## src/rtl/muldiv_sequencer.sv

```systemverilog
// Iterative 32-bit MULT/MULTU/DIV/DIVU sequencer for the HI/LO unit, driving a shared external adder.
// state  | meaning
// IDLE   | waiting for start; adder operands held at 0
// NEG_A  | take magnitude of A (signed ops)
// NEG_B  | take magnitude of B (signed ops)
// ITER   | one shift-add or restoring-divide step per cycle
// FIX_LO | conditionally negate low result word, keep carry
// FIX_HI | conditionally negate high result word
// DONE   | hi/lo valid, done pulse
module muldiv_sequencer #(
  parameter int ITER = 32
) (
  input  logic        clk,
  input  logic        rst_n,
  input  logic        start,
  input  logic [1:0]  op,
  input  logic [31:0] rs_val,
  input  logic [31:0] rt_val,
  input  logic        flush,
  output logic        busy,
  output logic        done,
  output logic [31:0] hi,
  output logic [31:0] lo,
  output logic [31:0] add_a,
  output logic [31:0] add_b,
  output logic        add_cin,
  input  logic [31:0] add_s,
  input  logic        add_cout
);

  localparam int CW = $clog2(ITER + 1);

  typedef enum logic [2:0] {
    S_IDLE, S_NEG_A, S_NEG_B, S_ITER, S_FIX_LO, S_FIX_HI, S_DONE
  } state_t;

  state_t        state;
  logic [1:0]    op_r;
  logic [CW-1:0] cnt;
  logic          sa, sb, c_r;
  logic [31:0]   a_r, b_r, w_hi, w_lo;
  logic [31:0]   div_t, iter_hi, iter_lo;
  logic          is_div, is_signed, neg_q, div_take;

  assign is_div    = op_r[1];
  assign is_signed = op_r[0];
  assign neg_q     = sa ^ sb;
  assign div_t     = {w_hi[30:0], w_lo[31]};
  // w_hi[31] is the bit shifted out of the remainder; if set, t exceeds any divisor
  assign div_take  = w_hi[31] | add_cout;

  always_comb begin
    iter_hi = {add_cout, add_s[31:1]};
    iter_lo = {add_s[0], w_lo[31:1]};
    if (is_div) begin
      iter_hi = div_take ? add_s : div_t;
      iter_lo = {w_lo[30:0], div_take};
    end
  end

  always_comb begin
    add_a   = '0;
    add_b   = '0;
    add_cin = 1'b0;
    case (state)
      S_NEG_A: begin
        add_a   = sa ? ~a_r : a_r;
        add_cin = sa;
      end
      S_NEG_B: begin
        add_a   = sb ? ~b_r : b_r;
        add_cin = sb;
      end
      S_ITER: begin
        if (is_div) begin
          add_a   = div_t;
          add_b   = ~b_r;
          add_cin = 1'b1;
        end else begin
          add_a = w_hi;
          add_b = w_lo[0] ? a_r : '0;
        end
      end
      S_FIX_LO: begin
        add_a   = neg_q ? ~w_lo : w_lo;
        add_cin = neg_q;
      end
      S_FIX_HI: begin
        // remainder takes the dividend's sign; product high word continues the 64-bit negate
        if (is_div) begin
          add_a   = sa ? ~w_hi : w_hi;
          add_cin = sa;
        end else begin
          add_a   = neg_q ? ~w_hi : w_hi;
          add_cin = neg_q & c_r;
        end
      end
      default: ;
    endcase
  end

  always_ff @(posedge clk or negedge rst_n) begin
    if (!rst_n) begin
      state <= S_IDLE;
      busy  <= 1'b0;
      done  <= 1'b0;
      hi    <= '0;
      lo    <= '0;
      op_r  <= '0;
      cnt   <= '0;
      sa    <= 1'b0;
      sb    <= 1'b0;
      c_r   <= 1'b0;
      a_r   <= '0;
      b_r   <= '0;
      w_hi  <= '0;
      w_lo  <= '0;
    end else begin
      done <= 1'b0;
      if (flush && state != S_IDLE) begin
        state <= S_IDLE;
        busy  <= 1'b0;
      end else begin
        case (state)
          S_IDLE: begin
            if (start) begin
              op_r <= op;
              cnt  <= '0;
              sa   <= op[0] & rs_val[31];
              sb   <= op[0] & rt_val[31];
              a_r  <= rs_val;
              b_r  <= rt_val;
              w_hi <= '0;
              w_lo <= op[1] ? rs_val : rt_val;
              busy <= 1'b1;
              if (op[1] && rt_val == '0) begin
                hi    <= rs_val;
                lo    <= '1;
                done  <= 1'b1;
                state <= S_DONE;
              end else begin
                state <= op[0] ? S_NEG_A : S_ITER;
              end
            end
          end
          S_NEG_A: begin
            a_r   <= add_s;
            state <= S_NEG_B;
          end
          S_NEG_B: begin
            b_r   <= add_s;
            w_lo  <= is_div ? a_r : add_s;
            state <= S_ITER;
          end
          S_ITER: begin
            w_hi <= iter_hi;
            w_lo <= iter_lo;
            cnt  <= cnt + 1'b1;
            if (cnt == CW'(ITER - 1)) begin
              if (is_signed) begin
                state <= S_FIX_LO;
              end else begin
                hi    <= iter_hi;
                lo    <= iter_lo;
                done  <= 1'b1;
                state <= S_DONE;
              end
            end
          end
          S_FIX_LO: begin
            w_lo  <= add_s;
            c_r   <= add_cout;
            state <= S_FIX_HI;
          end
          S_FIX_HI: begin
            w_hi  <= add_s;
            hi    <= add_s;
            lo    <= w_lo;
            done  <= 1'b1;
            state <= S_DONE;
          end
          S_DONE: begin
            state <= S_IDLE;
            busy  <= 1'b0;
          end
          default: begin
            state <= S_IDLE;
            busy  <= 1'b0;
          end
        endcase
      end
    end
  end

endmodule

```

## config.mk

```make
export PLATFORM = sky130hd
export DESIGN_NAME = muldiv_sequencer
export DESIGN_NICKNAME = d
export VERILOG_FILES = /design/src/rtl/muldiv_sequencer.sv
export SDC_FILE = /design/constraint.sdc
export NUM_CORES = 1
export LEC_CHECK = 0
export ABC_AREA = 0
export CAP_MARGIN = 20
export CORE_AREA = 2 2 211 213
export CTS_BUF_LIST = sky130_fd_sc_hd__clkbuf_8
export CTS_CLUSTER_SIZE = 30
export DETAILED_ROUTE_END_ITERATION = 16
export DIE_AREA = 0 0 213 215
export GPL_TIMING_DRIVEN = 1
export SLEW_MARGIN = 15
export SYNTH_ARGS = -nofsm -noshare
export SYNTH_HDL_FRONTEND = slang
export SYNTH_SLANG_ARGS = --single-unit
export TNS_END_PERCENT = 100
```

## constraint.sdc

```tcl
create_clock -name clk -period 2.1 [get_ports clk]
set_input_delay 0.42 -clock clk [delete_from_list [all_inputs] [get_ports clk]]
set_output_delay 0.42 -clock clk [all_outputs]
set_load 0.01 [all_outputs]
```

==> reports/metrics.yaml <==
synthFlopType: "dfrtp_1"
synth-edff-count: 0
crit_start: "op_r[1]$_DFFE_PN0P_"
antennaDiodeCount: 0
final_cell_mix: "buf_4, nand2_1, dfrtp_1"
slew_headroom: 0.601
gp_congestion: 0.918
hold_violations: 0
layout_commonest_cell: "buf_4"
post-route-min-period_ns: 2.93
r2r-start: "state[0]$_DFFE_PN0P_"
ys.warnings.count: 0
synth_cell_types: 58
reg2reg_slack_ns: -0.54
fillers: 3703
gr-total-overflow: 0
worst_path_most_repeated_cell: "buf_12"
status: "complete, but fails checks"
antenna_found_initial: 0
wl_met1_um: 28700
criticalPathCategory: "register to output port"
failed_checks: "negative setup slack"
top_layer_used: "met4"
maxSlewViolCount: 0
p_leak_nw: 10.6
cts_tree: "done"
comb_power_share: 0.705
syn_area_sq_um: 15100
viasPerCell: 5.97
ys_seq_area_frac: 0.345
clock.fmax_mhz: 342
hpwl_um: 44900
clockRootBuffer: "clkbuf_8"
dr_wl_met3_um: 7490
setup_slack_ns: -0.828
skew_ns: 0.0373
yosys_register_bits: 208
path_buf_inv: 4
period_share: 1.39
required_ns: 1.68
core_sq_um: 43600
insertion_delay_ns: 0.64
dieArea_sq_um: 45800
io_buffers: 233
vias: 16700
grt_pass1_vias: 15900
cts_max_level: 2
async_flop_share: 1.00
rows: 77
ios: 234
p_sw_frac: 0.460
grt_max_degree: 64
power.total_mw: 41.3
synth_area_leaders: "dfrtp_1, mux2i_1, xnor2_1, o21ai_0, nand2_1"
max-vdd-ir-drop_v: 0.00108
synth.net_count: 1801
clk_pin_slew_ns: 0.06
wl_met2_um: 32700
start_util: 0.346
hp-class: "input pin to async pin"
drt_iter0_drc: 1822
clockBufferDepth: 3
max_stage_delay_ns: 0.50
fin_cells: 2792
p_int_mw: 22.3
final.setup.tns_ns: -91.22
slowest_stage: "dfrtp_4"
worstPathArrival_ns: 2.51
netlist.area_leader.share: 0.345
cts.sinks: 208
drive_gt1_frac: 0.383
die_w_um: 213
post_drt_wl_per_cell_um: 26.3
firstDrtPassIters: 5
cts_made_buffers: 42
area_delta_synth_final_pct: 57.6
drv_cap: 0
path_delay_family: "buffers and inverters"
setup_viol: 264
ant_nets: 0
syn-instance-count: 1694
grt_pass1_wl_um: 97900
seq_power_share: 0.192
dp_slack_ns: -0.737
start_kind: "register"
grt_util_all_layers: 0.281
p_switching_mw: 19.0
syn_avg_cell_area_sq_um: 8.91
crit_path_cell_trace: "buf_12 > buf_12 > bufbuf_16 > nand2_1 > o21ai_2 > a221oi_2 > a21oi_2 > buf_2"
clock_power_share: 0.104
wl_um: 73400
worstPathMaxFanout: 24
endpoint_kind: "output port"
power_density_nw_per_um2: 1740
die_y_um: 215
rsz0062_at_grt: "true"
synth_top_cell_by_area: "dfrtp_1"
dp_cells: 2612
tightestPinTransition_ns: 0.598
fin_util: 0.545
final_nets: 2278
route.detailed.drc: 0
## sequential cells by signal (all words and copies together) (netlist names)
register and cells:
a_r 32, b_r 32, busy 1, c_r 1
cnt 6, done 1, hi 32, lo 32
op_r 2, sa 1, sb 1, state 3
w_hi 32, w_lo 32
## layer usage
metal | GRT usage | up-vias
met5 | 0 | -
met2 | 0.435 | 1094
li1 | - | 7149
met1 | 0.378 | 8141
met3 | 0.0542 | 295
met4 | 0.128 | 0
## repair_timing
action                     4_1_cts  5_1_grt
setup endpoints to repair      248      256
pin swaps                       69      134
resized for setup              398      303
hold buffers                     1        0
hold endpoints to repair       183        0
gates cloned                     9       27
buffers inserted                34       52
## stage by stage
stage | area, sq um | hold WS, ns
floorplan | 15100 | 0.124
global placement | 19900 | 0.294
detailed placement | 19900 | 0.292
CTS | 21700 | 0.213
global route | 23800 | 0.264
finish | 23800 | 0.229
## synth_stat cells (3+ instances only)
master,n
a21oi_1,93
a221oi_1,63
a22o_1,31
a2bb2oi_1,31
buf_1,9
buf_2,54
buf_4,6
buf_6,3
buf_8,4
clkbuf_1,87
dfrtp_1,208
ha_1,4
inv_1,42
mux2_2,47
mux2_4,47
mux2i_1,114
nand2_1,241
nand2b_1,3
nand3_1,4
nand4_1,5
nor2_1,51
nor2b_1,38
nor3_1,4
nor4_1,7
o21ai_0,185
o22ai_1,81
o2bb2ai_1,30
o311a_1,31
xnor2_1,128
xor2_1,4
## cells by family (layout without fill, tap and decap cells)
logic type	count (synthesis)	count (layout)	synth area share
XOR/XNOR	134	134	0.0788
AND/OR/NAND/NOR	370	370	0.107
multiplexers	208	208	0.157
AO/OA/AOI/OAI	563	564	0.246
buffers and inverters	207	712	0.0621
adder cells (fa/ha/maj)	4	4	0.00332
flip-flops	208	208	0.345
## power groups by stage
stage / Clock (mW) / Combinational, mW / Sequential, mW
after floorplan: 0 / 12.3 / 7.36
after global placement: 0 / 21.3 / 7.54
after detailed placement: 0 / 21.6 / 7.60
after CTS: 4.36 / 24.1 / 7.64
after global routing: 4.54 / 30.3 / 8.10
final: 4.28 / 29.1 / 7.92
## worst reg2reg max path, stage by stage, from the launching register on
cell	delay [ns]
dfrtp_4	0.54
buf_6	0.16
buf_12	0.13
buf_6	0.11
buf_6	0.10
buf_6	0.11
buf_8	0.12
or3b_4	0.40
a21oi_2	0.17
buf_6	0.14
a21oi_4	0.05
buf_12	0.16
clkbuf_16	0.18
nand2_2	0.06
o21ai_1	0.06
## path summary, 6_finish.rpt
check                                  endpoint  depth (start not counted)
max                                   add_a[15]                          8
min                          lo[15]$_DFFE_PN0P_                          2
max reg2reg                w_hi[29]$_DFFE_PN0P_                         14
min reg2reg                  hi[10]$_DFFE_PN0P_                          1
max in group asynchronous  w_hi[31]$_DFFE_PN0P_                          3
min in group clk            a_r[28]$_DFFE_PN0P_                          3
## area by class of cell
class,count,area [sq um],area share
Timing Repair Buffer,597,6240,0.262
Clock buffer,49,674,0.0284
Sequential cell,208,5220,0.219
Multi-Input combinational cell,1280,10600,0.446
Tap cell,592,741,0.0311
Clock inverter,24,133,0.00558
Inverter,42,161,0.00679
Power figures use the tool's default switching activity.
